<file path="config.mk">
export PLATFORM = sky130hd
export DESIGN_NAME = sonar_uc
export DESIGN_NICKNAME = d
export VERILOG_FILES = /design/src/rtl/sonar_uc.sv
export SDC_FILE = /design/constraint.sdc
export NUM_CORES = 1
export LEC_CHECK = 0
export ABC_AREA = 1
export CAP_MARGIN = 40
export CORE_ASPECT_RATIO = 1.4
export CORE_MARGIN = 3
export CORE_UTILIZATION = 40
export CTS_BUF_LIST = sky130_fd_sc_hd__clkbuf_8
export DETAILED_ROUTE_END_ITERATION = 8
export RECOVER_POWER = 50
export SYNTH_ARGS = -nofsm -noshare
export SYNTH_HDL_FRONTEND = slang
export SYNTH_SLANG_ARGS = --single-unit
</file>
<file path="constraint.sdc">
create_clock -name clock -period 1.7 [get_ports clock]
set_input_delay 0.17 -clock clock [delete_from_list [all_inputs] [get_ports clock]]
set_output_delay 0.17 -clock clock [all_outputs]
set_load 0.05 [all_outputs]
</file>
<file path="src/rtl/sonar_uc.sv">
// sonar_uc: control unit for the sonar datapath. Each position cycle runs a
// measurement, streams the 8-character frame, steps the servo and waits the
// inter-measurement interval. An echo watchdog with bounded retries keeps a
// missing echo from stalling the sweep.
module sonar_uc #(
    parameter int TIMEOUT        = 2_500_000,
    parameter int N_TIMEOUT      = 22,
    parameter int MAX_TENTATIVAS = 3
) (
    input  logic       clock,
    input  logic       reset,
    input  logic       ligar,
    input  logic       fim_distancia,
    input  logic       fim_transmissao,
    input  logic       fim_contador_serial,
    input  logic       fim_contador_intervalo,
    output logic       zera,
    output logic       reset_updown,
    output logic       medir,
    output logic       transmitir,
    output logic       conta_serial,
    output logic       conta_updown,
    output logic       conta_intervalo,
    output logic       pronto,
    output logic       erro_medida,
    output logic [3:0] db_estado
);

    typedef enum logic [3:0] {
        INICIAL          = 4'd0,
        PREPARACAO       = 4'd1,
        MEDIDA           = 4'd2,
        ESPERA_MEDIDA    = 4'd3,
        FALHA            = 4'd4,
        TRANSMITE        = 4'd5,
        ESPERA_TX        = 4'd6,
        PROXIMO_CHAR     = 4'd7,
        MOVE_SERVO       = 4'd8,
        ESPERA_INTERVALO = 4'd9
    } estado_t;

    // Last watchdog value before the measurement is declared failed; the
    // watchdog holds here, so it can never wrap back to zero.
    localparam logic [N_TIMEOUT-1:0] WD_LAST  = N_TIMEOUT'(TIMEOUT - 1);
    localparam logic [N_TIMEOUT-1:0] WD_ONE   = N_TIMEOUT'(1);
    localparam logic [2:0]           MAX_TENT = 3'(MAX_TENTATIVAS);

    estado_t              state_r;
    estado_t              next_state_s;
    logic [N_TIMEOUT-1:0] watchdog_r;
    logic [2:0]           tentativas_r;
    logic [2:0]           tentativas_inc_s;
    logic                 erro_medida_r;
    logic                 timeout_s;
    logic                 esgotou_s;

    assign timeout_s        = (watchdog_r == WD_LAST);
    assign tentativas_inc_s = tentativas_r + 3'd1;
    assign esgotou_s        = (tentativas_inc_s >= MAX_TENT);

    // State register.
    always_ff @(posedge clock or negedge reset) begin
        if (!reset) begin
            state_r <= INICIAL;
        end else begin
            state_r <= next_state_s;
        end
    end

    // Next-state logic; a simultaneous echo and timeout resolves to the echo.
    always_comb begin
        next_state_s = INICIAL;
        case (state_r)
            INICIAL: begin
                if (ligar) next_state_s = PREPARACAO;
                else       next_state_s = INICIAL;
            end
            PREPARACAO:    next_state_s = MEDIDA;
            MEDIDA:        next_state_s = ESPERA_MEDIDA;
            ESPERA_MEDIDA: begin
                if (fim_distancia)  next_state_s = TRANSMITE;
                else if (timeout_s) next_state_s = FALHA;
                else                next_state_s = ESPERA_MEDIDA;
            end
            FALHA: begin
                if (esgotou_s) next_state_s = MOVE_SERVO;
                else           next_state_s = MEDIDA;
            end
            TRANSMITE:     next_state_s = ESPERA_TX;
            ESPERA_TX: begin
                if (fim_transmissao) next_state_s = PROXIMO_CHAR;
                else                 next_state_s = ESPERA_TX;
            end
            PROXIMO_CHAR: begin
                if (fim_contador_serial) next_state_s = MOVE_SERVO;
                else                     next_state_s = TRANSMITE;
            end
            MOVE_SERVO:    next_state_s = ESPERA_INTERVALO;
            ESPERA_INTERVALO: begin
                if (fim_contador_intervalo && ligar)       next_state_s = MEDIDA;
                else if (fim_contador_intervalo)           next_state_s = INICIAL;
                else                                       next_state_s = ESPERA_INTERVALO;
            end
            default:       next_state_s = INICIAL;
        endcase
    end

    // Watchdog, retry counter and sticky measurement-error flag.
    always_ff @(posedge clock or negedge reset) begin
        if (!reset) begin
            watchdog_r    <= '0;
            tentativas_r  <= 3'd0;
            erro_medida_r <= 1'b0;
        end else begin
            case (state_r)
                PREPARACAO: begin
                    watchdog_r    <= '0;
                    tentativas_r  <= 3'd0;
                    erro_medida_r <= 1'b0;
                end
                MEDIDA: begin
                    watchdog_r <= '0;
                end
                ESPERA_MEDIDA: begin
                    if (!timeout_s) begin
                        watchdog_r <= watchdog_r + WD_ONE;
                    end
                    if (fim_distancia) begin
                        tentativas_r  <= 3'd0;
                        erro_medida_r <= 1'b0;
                    end
                end
                FALHA: begin
                    if (esgotou_s) begin
                        tentativas_r  <= 3'd0;
                        erro_medida_r <= 1'b1;
                    end else begin
                        tentativas_r  <= tentativas_inc_s;
                    end
                end
                default: begin
                    watchdog_r <= watchdog_r;
                end
            endcase
        end
    end

    // Moore output decode from the state register only.
    always_comb begin
        zera            = 1'b0;
        reset_updown    = 1'b0;
        medir           = 1'b0;
        transmitir      = 1'b0;
        conta_serial    = 1'b0;
        conta_updown    = 1'b0;
        conta_intervalo = 1'b0;
        pronto          = 1'b0;
        case (state_r)
            PREPARACAO: begin
                zera         = 1'b1;
                reset_updown = 1'b1;
            end
            MEDIDA:           medir           = 1'b1;
            TRANSMITE:        transmitir      = 1'b1;
            PROXIMO_CHAR:     conta_serial    = 1'b1;
            MOVE_SERVO: begin
                conta_updown = 1'b1;
                pronto       = 1'b1;
            end
            ESPERA_INTERVALO: conta_intervalo = 1'b1;
            default:          zera            = 1'b0;
        endcase
    end

    assign erro_medida = erro_medida_r;
    assign db_estado   = state_r;

endmodule

</file>
# --- After elaboration in Yosys (flattened, before gate mapping) ---
# Cells that the tools add are included.
word_totals:
  in_bits: 7
  word_cells: 51
  ff_bits: 30
  out_inout_bits: 13
op_classes:
  magnitude_cmp: 1
  n_addsub: 2
  eq_ne: 13
  muxes: 23
  reduce_logical: 8
ops:
  columns: ["op", "count"]
  rows:
  - ["22-bit one-hot mux with 2 select lines", 1]
  - ["4-bit one-hot mux with 10 select lines", 1]
  - ["22-bit by 1-bit adder with 22-bit output, second input constant", 1]
  - ["22-bit equality test, second input constant", 1]
  - ["22-bit two-way mux", 1]
  - ["4-bit by 3-bit equality test with 1-bit output, second input constant", 4]
  - ["4-bit two-way mux", 4]
  - ["3-bit two-way mux", 4]
  - ["1-bit two-way mux", 10]
  - ["3-bit one-hot mux with 3 select lines", 1]
  - ["4-bit by 2-bit equality test with 1-bit output, second input constant", 2]
  - ["4-bit equality test, second input constant", 2]
  - ["2-bit inequality test, second input constant", 3]
  - ["4-bit by 1-bit equality test with 1-bit output, second input constant", 1]
  - ["4-bit zero test", 1]
  - ["2-bit AND reduction", 2]
  - ["3-bit by 1-bit adder with 3-bit output, second input constant", 1]
  - ["3-bit by 2-bit greater-or-equal comparator with 1-bit output, second input constant", 1]
  - ["1-bit one-hot mux with 3 select lines", 1]
  - ["3-bit AND reduction", 1]
  - ["3-bit nonzero test", 1]
  - ["2-bit nonzero test", 1]
  - ["2-bit OR reduction", 1]
  - ["1-bit logical AND", 1]

# --- Longest topological paths before layout ---
logic_depth:
  ltp_word: 4
  ltp_mapped: 10

# --- Least setup slack after synthesis ---
# Ideal clock, no wire load.
synth_timing:
  kind: "register to register"
  startpoint: "register state_r[2], in the netlist db_estado[2]"
  endpoint: "register state_r[0], in the netlist db_estado[0]"
  arrival_time_ps: 2112
  setup_time_ps: 69
  t_required_ps: 1631
  synth_period_minus_slack_ps: 2180
  setup_slack_ps: -480
  path_stages_with_launch: 8
  path_cell_list: "dfrtp_1 inv_1 nor2_1 inv_1 nor2_1 nand2_1 nor3b_1 nand3_1"
synth_between:
  elab_chain_len: 2
  elab_cells_between_ends: 11
  cone_classes: "eq/ne: 9; mux: 1; reduce/logical: 1"
synth_rtl:
  columns: ["item", "line_no", "text"]
  rows:
  - ["start, declared", "48", "estado_t state_r;"]
  - ["start signal, assigned", "66", "state_r <= next_state_s;"]
  - ["4-bit equality test, or another cell as far along", "73", "case (state_r)"]
  - ["4-bit one-hot mux with 10 select lines *", "73", null]
  - ["via next_state_s[0]", "49", "estado_t next_state_s;"]
# The timed path passes the listed nets; every way through them passes the cells marked *.
# A chain may end at the register's enable or synchronous reset.

# --- Worst setup path after layout ---
layout_timing:
  startpoint: "register erro_medida_r, in the netlist erro_medida"
  endpoint: "output port erro_medida"
layout_rtl:
  columns: ["item", "line_no", "text"]
  rows:
  - ["start, declared", "53", "logic erro_medida_r;"]
  - ["start signal, assigned", "113", "erro_medida_r <= 1'b0;"]
  - ["start signal, assigned", "119", "erro_medida_r <= 1'b0;"]
  - ["start signal, assigned", "130", "erro_medida_r <= 1'b0;"]
  - ["end, declared", "25", "output logic erro_medida,"]
# No word-level cell between the ends.

==> key figures <==
Placement
  – HPWL reported at the end of detailed placement: 4130 µm
  – Worst-case setup slack after placement: 0.06256 ns
  – Count of buffers from port buffering: 19
  – GP Congestion: 0.9343

STA
  – Slew HR: 0.4856
  – Fin worst setup slack: 0.09000 ns
  – Peak clock frequency supported by timing: 621.1 MHz
  – Min Tclk post-route: 1.610 ns
  – Number of endpoints failing setup at the final stage: 0
  – Ratio of final minimum period to clock period: 0.9471
  – Transition time at the pin with the least slew margin: 0.7717 ns
  – Final Hold Viols: 0
  – Worst hold margin: 0.4859 ns
  – Max-slew violation count: 0
  – Setup repair after global routing missed its margin: yes
  – Largest clock skew in the final design: 0.005791 ns

Routing
  – Antenna Nets Post-Route: 0
  – Iter 0 DRT Violations: 116
  – Total wirelength of the detailed-routed design: 5308 µm
  – Initial DRT Pass Iterations: 4
  – Average routed wire per standard cell: 13.14 µm
  – Vias per cell: 4.943
  – DRC violation count after routing: 0
  – Total via count in the routed design: 1997

Logic synthesis
  – Number of warnings issued by yosys: 0
  – Yosys top cell by area: sky130_fd_sc_hd__dfrtp_1
  – Top flip-flop cell by instance count after synthesis: sky130_fd_sc_hd__dfrtp_1
  – Yosys reg bits: 30
  – Mean instance size in the synthesized netlist: 6.877 µm²
  – Leading cell types by total area after synthesis: sky130_fd_sc_hd__dfrtp_1, sky130_fd_sc_hd__nand2_1, sky130_fd_sc_hd__nor2_1, sky130_fd_sc_hd__nand3_1, sky130_fd_sc_hd__inv_1
  – Number of enable flip-flop cells after synthesis: 0
  – Cells after synthesis: 300
  – Ys async rst share: 1.000
  – Summed instance area of the synthesized netlist: 0.002063 mm²
  – Distinct cell type count of the synthesized netlist: 29
  – Synthesized net count: 310
  – Top cells by count, synth: sky130_fd_sc_hd__nand2_1, sky130_fd_sc_hd__nor2_1, sky130_fd_sc_hd__dfrtp_1, sky130_fd_sc_hd__nand3_1, sky130_fd_sc_hd__inv_1
  – Sequential-to-total area share from yosys stat: 0.3639
  – Most frequent cell after synthesis: sky130_fd_sc_hd__nand2_1
  – Fraction of post-synthesis cell area in the top cell type by area: 0.3639

Global route
  – Pin count of the biggest net entering global routing: 31
  – GRT Residual Overflow: 0
  – Initial antenna violation count: 0
  – Overall routing resource usage: 0.1935
  – Via count of the first global-routing pass: 1984
  – First-pass GRT wire length: 9156 µm

Floorplan
  – Die outline height: 90.98 µm
  – Total die area: 0.006068 mm²
  – Chip width: 66.70 µm
  – Starting density of the core: 0.4196
  – Number of rows created at floorplan: 30
  – Floorplan Core Area: 0.004917 mm²
  – Count of boundary I/O pins: 20

Pwr
  – Largest vdd supply drop: 0.001246 V
  – Power density normalized to cell area: 1348 mW/mm²
  – Leakage component of the power: 1.179 nW

Setup path
  – Data arrival time of the worst path: 1.44 ns
  – Reg-to-Reg End: watchdog_r[16]
  – Type of the worst setup path: reg2out
  – R2R cell count: 10
  – CP peak stage delay: 0.81 ns
  – Slack of the worst reg-to-reg path: 0.13 ns
  – Largest fanout of any net on the critical path: 2
  – Critical Path Start Type: register
  – Crit Reg-Reg Startpoint: watchdog_r[1]
  – Worst Setup End Kind: primary output
  – Sum of buffers and inverters on the critical path: 1
  – Slowest-stage cell, CP: sky130_fd_sc_hd__clkdlybuf4s50_1
  – CP Data Required Time: 1.53 ns
  – Cell family contributing the most delay on the critical path: buffers and inverters
  – Crit-path cells: clkdlybuf4s50_1

Clocking
  – CTS tree: built
  – Number of H-tree branching levels: 2
  – Clock latency of the later-clocked register in the worst-skew pair: 0.28 ns
  – Root Buffer: sky130_fd_sc_hd__clkbuf_8
  – Post-cts hold buffer count: 0
  – Clk slew on worst S/H paths: 0.07 ns
  – Clock Tree Buf Depth: 2
  – Clock sink count: 30
  – Number of clock buffers inserted by TritonCTS: 5

Job
  – Total of max-cap violations: 0

Layout
  – Area added between synthesis and finish: 27.11%
  – Fraction of final layout cells sized beyond drive strength 1: 0.2206
  – Nets@finish: 349
  – Number of diodes: 0

Outcome
  – Result of the run: finished, final reports clean

Min path
  – Worst min-delay path class: in2async
==> cells in the final DEF, fill, tap and decap left out, types with 2 or more instances in the layout <==
cell type and n:
sky130_fd_sc_hd__nor2_2 6, sky130_fd_sc_hd__nor2_4 5, sky130_fd_sc_hd__buf_4 21, sky130_fd_sc_hd__inv_2 3, sky130_fd_sc_hd__clkdlybuf4s50_1 6, sky130_fd_sc_hd__xor2_1 9, sky130_fd_sc_hd__or2_2 3, sky130_fd_sc_hd__dfrtp_1 30
sky130_fd_sc_hd__a21oi_1 2, sky130_fd_sc_hd__o21ai_0 9, sky130_fd_sc_hd__nand4_1 5, sky130_fd_sc_hd__nand2_1 99, sky130_fd_sc_hd__ha_1 2, sky130_fd_sc_hd__o21ai_2 7, sky130_fd_sc_hd__clkbuf_8 6, sky130_fd_sc_hd__nor3_1 2
sky130_fd_sc_hd__nand2_2 8, sky130_fd_sc_hd__buf_12 8, sky130_fd_sc_hd__nand3_2 2, sky130_fd_sc_hd__nand3_1 30, sky130_fd_sc_hd__inv_1 26, sky130_fd_sc_hd__nor2_1 39
==> state kept, by name, summed over array words and instances, names as in the netlist <==
signal	flops
db_estado	4
erro_medida	1
tentativas_r	3
watchdog_r	22
==> report_power, final <==
group / switching, mW / internal (mW)
combinational: 1.27 / 0.755
clock: 0.285 / 0.325
sequential: 0.0912 / 0.805
==> cell families (layout without fill, tap and decap cells) <==
logic type      Yosys count  after routing  share of synthesized area
compound gates           20             20                    0.06246
xor+xnor                 10             10                    0.04245
buf+inv                  34             74                    0.07943
fa+ha+maj                 3              3                    0.01819
flops                    30             30                     0.3639
simple gates            203            203                     0.4336
==> routing by layer <==
metal  global-route usage  part of all wire  vias up
met1               0.2202              0.41      926
li1                     -                 -     1022
met2               0.3411              0.54       37
met4              0.06441             0.024        0
met5                    0                 0        -
met3              0.04950             0.034       12
==> what timing repair did <==
action	in CTS	in global routing
endpoints found under the setup margin	0	14
endpoints found under the hold margin	0	0
setup buffers	0	4
gates resized for setup	0	3
==> worst max path at each step <==
stage                       start             end  slack [ns]  cells past startpoint
floorplan            db_estado[2]    db_estado[0]       -0.05                      7
global placement    watchdog_r[1]   watchdog_r[4]        0.14                     10
detailed placement  watchdog_r[1]   watchdog_r[4]        0.06                     10
CTS                 watchdog_r[1]  watchdog_r[16]        0.04                     10
global route         db_estado[3]  watchdog_r[11]       -0.02                      7
finish                erro_medida     erro_medida        0.09                      1
==> stage by stage <==
stage / instances / total power [mW] / util / TNS, ns / cell area (µm²)
5_1_grt: 404 / 3.767 / 0.5333 / -0.1059 / 2623
4_1_cts: 400 / 3.438 / 0.5249 / 0 / 2581
6_report: 404 / 3.536 / 0.5333 / 0 / 2623
3_5_place_dp: 392 / 2.820 / 0.5056 / 0 / 2486
2_1_floorplan: 300 / 2.231 / - / -0.1297 / 2096
3_3_place_gp: 392 / 2.801 / 0.5056 / 0 / 2486
==> final cells by class <==
type                            instances  area (µm²)
Fill cell                             490        2295
Clock buffer                            6       82.58
Timing Repair Buffer                   37       392.9
Sequential cell                        30       750.7
Tap cell                               64       80.08
Inverter                               29       108.9
Multi-Input combinational cell        236        1195
Clock inverter                          2       12.51
(Power assumes the default switching activity.)
